`config.mk`:
```
export PLATFORM = sky130hd
export DESIGN_NAME = spi_bus_arbiter
export DESIGN_NICKNAME = d
export VERILOG_FILES = /design/src/rtl/spi_bus_arbiter.sv
export SDC_FILE = /design/constraint.sdc
export NUM_CORES = 1
export LEC_CHECK = 0
export ABC_CLOCK_PERIOD_IN_PS = 3650
export BUFFER_PORTS_ARGS = -buffer_cell sky130_fd_sc_hd__buf_2
export CORE_UTILIZATION = 49
export CTS_BUF_LIST = sky130_fd_sc_hd__clkbuf_4
export DETAILED_ROUTE_END_ITERATION = 10
export GPL_ROUTABILITY_DRIVEN = 0
export GPL_TIMING_DRIVEN = 1
export PLACE_DENSITY = 0.89
export SYNTH_ARGS = -nofsm -noshare
export SYNTH_HDL_FRONTEND = slang
export SYNTH_SLANG_ARGS = --single-unit
```
`constraint.sdc`:
```
create_clock -name clk_clk -period 3.65 [get_ports clk_clk]
set_input_delay 0.9125 -clock clk_clk [delete_from_list [all_inputs] [get_ports clk_clk]]
set_output_delay 0.9125 -clock clk_clk [all_outputs]
set_load 0.005 [all_outputs]
```
`src/rtl/spi_bus_arbiter.sv`:
```
// spi_bus_arbiter: round-robin arbiter serialising NUM_REQ Avalon-MM masters onto one downstream port.
// Optional downstream timeout abort enabled by defining SPI_BUS_ARBITER_TIMEOUT_EN.
module spi_bus_arbiter #(
  parameter int NUM_REQ        = 2,
  parameter int ADDR_W         = 16,
  parameter int DATA_W         = 32,
  parameter int TIMEOUT_CYCLES = 255
) (
  input  logic                      clk_clk,
  input  logic                      reset_reset_n,
  input  logic [NUM_REQ*ADDR_W-1:0] req_address,
  input  logic [NUM_REQ-1:0]        req_read,
  input  logic [NUM_REQ-1:0]        req_write,
  input  logic [NUM_REQ*DATA_W-1:0] req_writedata,
  output logic [NUM_REQ-1:0]        req_waitrequest,
  output logic [DATA_W-1:0]         req_readdata,
  output logic [ADDR_W-1:0]         avm_address,
  output logic                      avm_read,
  output logic                      avm_write,
  output logic [DATA_W-1:0]         avm_writedata,
  input  logic                      avm_waitrequest,
  input  logic [DATA_W-1:0]         avm_readdata,
`ifdef SPI_BUS_ARBITER_TIMEOUT_EN
  output logic                      timeout_err,
`endif
  output logic [2:0]                grant_id,
  output logic                      busy
);
  typedef enum logic [1:0] {IDLE, ISSUE, DONE} state_e;
  state_e              state_q;
  logic [2:0]          grant_q;
  logic [ADDR_W-1:0]   addr_q;
  logic [DATA_W-1:0]   wdata_q;
  logic [DATA_W-1:0]   rdata_q;
  logic                rd_q;
  logic                wr_q;
  logic [NUM_REQ-1:0]  wait_q;
  logic [7:0]          req_pad;
  logic [7:0]          wr_pad;
  logic [3:0]          idx;
  logic [2:0]          sel_d;
  logic                any_d;
  logic                to_d;
  assign req_pad = 8'(req_read | req_write);
  assign wr_pad  = 8'(req_write);
  // Scan downward so the first requester above the pointer wins.
  always_comb begin
    sel_d = grant_q;
    any_d = 1'b0;
    idx   = '0;
    for (int k = NUM_REQ; k >= 1; k--) begin
      idx = 4'(grant_q) + 4'(k);
      idx = (idx >= 4'(NUM_REQ)) ? idx - 4'(NUM_REQ) : idx;
      if (req_pad[idx[2:0]]) begin
        sel_d = idx[2:0];
        any_d = 1'b1;
      end
    end
  end
`ifdef SPI_BUS_ARBITER_TIMEOUT_EN
  localparam int CNT_W = $clog2(TIMEOUT_CYCLES + 1);
  logic [CNT_W-1:0] cnt_q;
  logic             timeout_q;
  assign to_d        = avm_waitrequest && (cnt_q == CNT_W'(TIMEOUT_CYCLES - 1));
  assign timeout_err = timeout_q;
  always_ff @(posedge clk_clk or negedge reset_reset_n)
    if (!reset_reset_n) begin
      cnt_q     <= '0;
      timeout_q <= 1'b0;
    end else begin
      cnt_q     <= (state_q == ISSUE) ? cnt_q + 1'b1 : '0;
      timeout_q <= timeout_q | ((state_q == ISSUE) & to_d);
    end
`else
  assign to_d = 1'b0;
`endif
  always_ff @(posedge clk_clk or negedge reset_reset_n)
    if (!reset_reset_n) begin
      state_q <= IDLE;
      grant_q <= 3'(NUM_REQ - 1);
      addr_q  <= '0;
      wdata_q <= '0;
      rdata_q <= '0;
      rd_q    <= 1'b0;
      wr_q    <= 1'b0;
      wait_q  <= '1;
    end else begin
      case (state_q)
        IDLE: if (any_d) begin
          grant_q <= sel_d;
          addr_q  <= req_address[sel_d*ADDR_W +: ADDR_W];
          wdata_q <= req_writedata[sel_d*DATA_W +: DATA_W];
          wr_q    <= wr_pad[sel_d];
          rd_q    <= ~wr_pad[sel_d];
          state_q <= ISSUE;
        end
        ISSUE: if (!avm_waitrequest || to_d) begin
          rdata_q <= !rd_q ? rdata_q : to_d ? DATA_W'(32'hDEAD_BEEF) : avm_readdata;
          rd_q    <= 1'b0;
          wr_q    <= 1'b0;
          wait_q  <= ~(NUM_REQ'(1) << grant_q);
          state_q <= DONE;
        end
        DONE: begin
          wait_q  <= '1;
          state_q <= IDLE;
        end
        default: state_q <= IDLE;
      endcase
    end
  assign req_waitrequest = wait_q;
  assign req_readdata    = rdata_q;
  assign avm_address     = addr_q;
  assign avm_read        = rd_q;
  assign avm_write       = wr_q;
  assign avm_writedata   = wdata_q;
  assign grant_id        = grant_q;
  assign busy            = state_q != IDLE;
endmodule

```
==> results of run 1 <==
## sequential cells by signal, summed over array words and instances, names as in the netlist
signal,count
avm_write,1
req_waitrequest,2
avm_address,16
state_q,2
req_readdata,32
grant_id,3
avm_writedata,32
avm_read,1
## metrics by stage
stage / power, mW / cell area (um2) / hold WS [ns]
finish: 1.82 / 6120 / 0.503
CTS: 1.85 / 6120 / 0.506
floorplan: 1.01 / 4830 / 0.483
global route: 1.89 / 6120 / 0.517
global placement: 1.13 / 5930 / 0.463
detailed placement: 1.13 / 5930 / 0.469
## cells in the final DEF (no fill, tap or decap), types with 5 or more instances in the layout
cell	instances
buf_2	221
dfrtp_1	86
o221ai_1	56
a2bb2oi_1	48
o221ai_2	40
mux2_1	30
clkbuf_4	9
buf_4	8
nor2_1	6
ha_1	6
inv_1	5
## power by group through the flow
stage	clock, mW	combinational (mW)	sequential (mW)
after floorplan	0	0.00355	1.01
after global placement	0	0.120	1.00
after detailed placement	0	0.125	1.00
after CTS	0.734	0.126	0.987
after global routing	0.766	0.138	0.987
final	0.712	0.126	0.986
## final cells by class
cell class              instances  area, um2  area share (%)
clock inverters                 7        125            2.04
clock buffers                   9       67.6            1.10
inverters                       7       26.3           0.429
flip-flops and latches         89       2230            36.5
well taps                     129        161            2.64
repair buffers                230       1190            19.4
multi-input cells             235       2320            37.9
## worst min-delay path by stage
stage	cells past startpoint	slack [ns]	from	end
6_report	1	0.50	req_readdata[12]	req_readdata[12]
5_1_grt	1	0.52	req_readdata[16]	req_readdata[16]
4_1_cts	1	0.51	req_readdata[8]	req_readdata[8]
3_5_place_dp	1	0.47	req_readdata[31]	req_readdata[31]
3_3_place_gp	1	0.46	req_readdata[21]	req_readdata[21]
2_1_floorplan	1	0.48	req_readdata[10]	req_readdata[10]
## cell families after synthesis
family,after synthesis,synth area share [%]
flops,89,46.1
simple gates,31,3.57
buf+inv,49,6.24
mux,34,7.89
compound gates,162,34.2
fa+ha+maj,6,1.55
xor+xnor,2,0.362
## routing by layer
metal	wire length, um	GRT usage, %
met1	5350	31.9
met2	6660	43.5
met3	1070	7.45
met4	258	8.03
met5	0	0
## synth_stat cells, drive strengths merged, types with 2 or more instances
cell type / n
o221ai: 96
dfrtp: 86
a2bb2oi: 48
mux2: 33
buf: 31
clkbuf: 11
inv: 7
nor2: 7
ha: 6
nand3: 5
a21oi: 4
nand2: 4
a211o: 3
a211oi: 3
and2: 3
dfstp: 3
nor2b: 3
nor3: 3
nand4: 2
nor3b: 2
## critical path: stages (launching register included)
cell	delay (ns)
dfstp_2	0.72
inv_2	0.06
ha_1	0.21
nor3b_2	0.22
mux2i_1	0.48
a211o_4	0.91
o221ai_1	0.33
a2bb2oi_1	0.23
==> results.py, run 1 <==
metrics = {
    "route": {
        "via_per_inst": 6.16,
        "drc": 0,
        "dr.pass1.iters": 4,
        "wl_per_cell_um": 18.9,
        "drt_wl_total_um": 13300,
        "via_count": 4351,
        "drtIter0Drc": 295,
        "ant_nets": 0,
    },
    "synth": {
        "synth_top_area_share_pct": 44.5,
        "ys_top_cells_by_area": "dfrtp_1 45%, o221ai_2 12%, o221ai_1 10%, a2bb2oi_1 8.7%, mux2_1 7.0%",
        "yosys_warnings": 0,
        "yosys.area.top_type": "dfrtp_1",
        "ys_ff_latch": 89,
        "synthesis.nets": 514,
        "syn-instance-count": 373,
        "synth_edf_count": 0,
        "ys.flop_type": "dfrtp_1",
        "async_flop_share_pct": 100,
        "ys_types": 44,
        "syn_area_um2": 4830,
        "yosysSeqAreaShare_pct": 46.1,
        "avgSynthCellArea_um2": 13.0,
    },
    "sta": {
        "min_period_over_period_pct": 92.0,
        "fmax_mhz": 298,
        "grt_setup_unrepaired": "no",
        "setup_ws_ns": 0.291,
        "skew_ns": 0.0150,
        "tns_ns": 0,
        "maxSlewViolCount": 0,
        "setup_violations": 0,
        "tightest_slew_ns": 1.23,
        "hold_violations": 0,
        "period_minus_slack_ns": 3.36,
        "relSlewSlack_pct": 18.3,
    },
    "cts": {
        "cts_tree": "done",
        "cts_setup_buffers": 0,
        "root_buffer": "clkbuf_4",
        "clk_path_buf_depth": 2,
        "cts-resized-gates": 0,
        "h-tree-depth": 3,
        "clkTransAtPathRegs_ns": 0.15,
        "clk_latency_ns": 0.43,
        "numCtsBuffers": 9,
        "cts.sinks": 89,
        "postCtsHoldBufs": 0,
    },
    "place": {
        "portBuffers": 222,
        "dp_slack_ns": 0.406,
        "hpwl_um": 9400,
        "place_inst": 690,
    },
    "power": {
        "p_seq_share_pct": 54.1,
        "p_int_mw": 1.40,
        "p_leak_nw": 3.11,
        "p_comb_share_pct": 6.9,
        "p_sw_share_pct": 23.5,
        "p_switching_uw": 429,
        "p_per_area_nw_per_um2": 298,
        "ir_drop_uv": 203,
        "p_clk_share_pct": 39.0,
    },
    "layout": {
        "fin_util_pct": 65.0,
        "area_delta_synth_final_pct": 26.6,
        "final_nets": 713,
        "nFillCells": 714,
        "drive_above_1_share_pct": 52.2,
        "instances_no_fill": 706,
        "num_antenna_cells": 0,
    },
    "floorplanning": {
        "io_pins": 223,
        "dieArea_um2": 10300,
        "initial_core_util_pct": 51.3,
        "fp.dieW_um": 101,
        "die_y_um": 101,
        "coreArea_um2": 9420,
        "rows": 35,
    },
    "run_status": {
        "status": "complete, no violations",
    },
    "global_routing": {
        "grt_overflow_total": 0,
        "grt_pass1_wl_um": 20600,
        "grt_use_total_pct": 25.8,
        "grt_pass1_vias": 4257,
        "grt_start_max_net_pins": 100,
        "antenna_found_initial": 0,
    },
    "worst_setup_path": {
        "worstRegToRegCells": 7,
        "worst-setup-path-type": "flop to flop",
        "cp-endpoint": "avm_writedata[28]",
        "critPathCaptureType": "flop",
        "r2r_slack_ns": 0.29,
        "cp_max_fo": 96,
        "r2r-end": "avm_writedata[28]",
        "crit_required_ns": 4.00,
        "crit_start": "grant_id[0]",
        "cp_data_arrival_time_ns": 3.71,
        "reg2reg_from": "grant_id[0]",
        "startpoint_type": "flop",
    },
    "worst_hold_path": {
        "hp-class": "flop to flop",
    },
    "run": {
        "drv_cap": 0,
    },
}
Note: power is estimated with default switching activity, not from simulation.
==> run 2, diff against run 1 <==
PLACE_DENSITY = 0.83   (was 0.89)
==> run 2 against run 1 <==
Effect of this change: combinational power down 3%; power down 2.3%; clock power is 5.2% lower; setup slack improved by 0.19 ns; clock skew up 0.013 ns; flip-flop and latch count unchanged; final cell count decreased by 0.14%.
==> results.py, run 2 (same netlist as run 1, synthesis figures left out) <==
metrics = {
    "place": {
        "portBuffers": 222,
        "dp_slack_ns": 0.457,
        "hpwl_um": 8690,
        "place_inst": 688,
    },
    "worst_setup_path": {
        "r2r_slack_ns": 0.49,
        "cp_max_fo": 96,
        "crit_required_ns": 3.98,
        "startpoint_type": "flop",
        "worstRegToRegCells": 7,
        "crit_start": "grant_id[0]",
        "r2r-end": "avm_writedata[29]",
        "worst-setup-path-type": "flop to flop",
        "critPathCaptureType": "flop",
        "cp-endpoint": "avm_writedata[29]",
        "cp_data_arrival_time_ns": 3.50,
        "reg2reg_from": "grant_id[0]",
    },
    "sta": {
        "relSlewSlack_pct": 19.8,
        "hold_violations": 0,
        "skew_ns": 0.0283,
        "tightest_slew_ns": 1.20,
        "setup_violations": 0,
        "setup_ws_ns": 0.485,
        "min_period_over_period_pct": 86.7,
        "maxSlewViolCount": 0,
        "tns_ns": 0,
        "grt_setup_unrepaired": "no",
        "period_minus_slack_ns": 3.16,
        "fmax_mhz": 316,
    },
    "layout": {
        "layout_commonest_cell": "buf_2",
        "instances_no_fill": 705,
        "nFillCells": 735,
        "final_nets": 711,
        "area_delta_synth_final_pct": 26.3,
        "drive_above_1_share_pct": 51.8,
        "layout_common_cells": "221 x buf_2, 86 x dfrtp_1, 56 x o221ai_1",
    },
    "power": {
        "p_per_area_nw_per_um2": 292,
        "p_leak_nw": 3.10,
        "ir_drop_uv": 180,
    },
    "cts": {
        "cts-resized-gates": 0,
        "h-tree-depth": 3,
        "cts_tree": "done",
        "root_buffer": "clkbuf_4",
        "clk_latency_ns": 0.43,
        "cts.sinks": 89,
        "clk_path_buf_depth": 2,
        "numCtsBuffers": 9,
        "cts_setup_buffers": 0,
        "clkTransAtPathRegs_ns": 0.13,
        "postCtsHoldBufs": 0,
    },
    "run_status": {
        "status": "complete, no violations",
    },
    "global_routing": {
        "grt_use_total_pct": 24.5,
        "grt_pass1_wl_um": 19800,
        "antenna_found_initial": 1,
        "grt_start_max_net_pins": 100,
        "grt_overflow_total": 0,
        "grt_pass1_vias": 4225,
    },
    "floorplanning": {
        "dieArea_um2": 10300,
        "fp.dieW_um": 101,
        "coreArea_um2": 9420,
        "initial_core_util_pct": 51.3,
        "die_y_um": 101,
        "rows": 35,
        "io_pins": 223,
    },
    "route": {
        "via_count": 4279,
        "drtIter0Drc": 136,
        "wl_per_cell_um": 17.9,
        "dr.pass1.iters": 4,
        "drc": 0,
        "ant_nets": 0,
        "via_per_inst": 6.07,
        "drt_wl_total_um": 12600,
    },
    "worst_hold_path": {
        "hp-class": "flop to flop",
    },
    "run": {
        "drv_cap": 0,
    },
}
run 2: area by class of cell:
class                           count  area, um2  area share (%)
Inverter                            7       26.3           0.430
Sequential cell                    89       2230            36.5
Clock buffer                       10       75.1            1.23
Timing Repair Buffer              228       1180            19.4
Tap cell                          129        161            2.64
Multi-Input combinational cell    235       2320            38.0
Antenna cell                        1       2.50          0.0410
Clock inverter                      6        108            1.76
run 2: worst max-delay path: stages, from the launching register on:
cell	delay (ns)
dfstp_2	0.56
buf_4	0.25
ha_1	0.20
xor2_1	0.07
a211oi_2	0.45
a211o_4	0.97
o221ai_1	0.28
a2bb2oi_1	0.21
run 2: stage by stage:
step	hold slack [ns]	util, %	power, mW	instance area (um2)
global route	0.517	64.9	1.86	6110
detailed placement	0.470	62.9	1.13	5920
floorplan	0.483	-	1.01	4830
global placement	0.463	62.9	1.12	5920
CTS	0.503	64.9	1.81	6110
finish	0.498	64.9	1.78	6110
run 2: where the power goes:
| part | internal (mW) | switching [mW] | total (mW) |
|---|---|---|---|
| combinational | 0.0530 | 0.0691 | 0.122 |
| clock | 0.353 | 0.322 | 0.675 |
| sequential | 0.986 | 0 | 0.986 |
| total | 1.39 | 0.391 | 1.78 |
run 2: routing by layer:
metal,GRT usage [%],up-vias,wire length [um]
li1,-,1964,-
met1,29.4,2094,5260
met2,41.3,199,6190
met3,7.73,22,973
met4,9.03,0,224
met5,0,-,0
run 2: how the worst min path moves through the flow:
stage | from | to | slack [ns] | cells past startpoint
6_report | req_readdata[8] | req_readdata[8] | 0.50 | 1
5_1_grt | req_readdata[13] | req_readdata[13] | 0.52 | 1
4_1_cts | req_readdata[24] | req_readdata[24] | 0.50 | 1
3_5_place_dp | req_readdata[25] | req_readdata[25] | 0.47 | 1
3_3_place_gp | req_readdata[13] | req_readdata[13] | 0.46 | 1
2_1_floorplan | req_readdata[10] | req_readdata[10] | 0.48 | 1
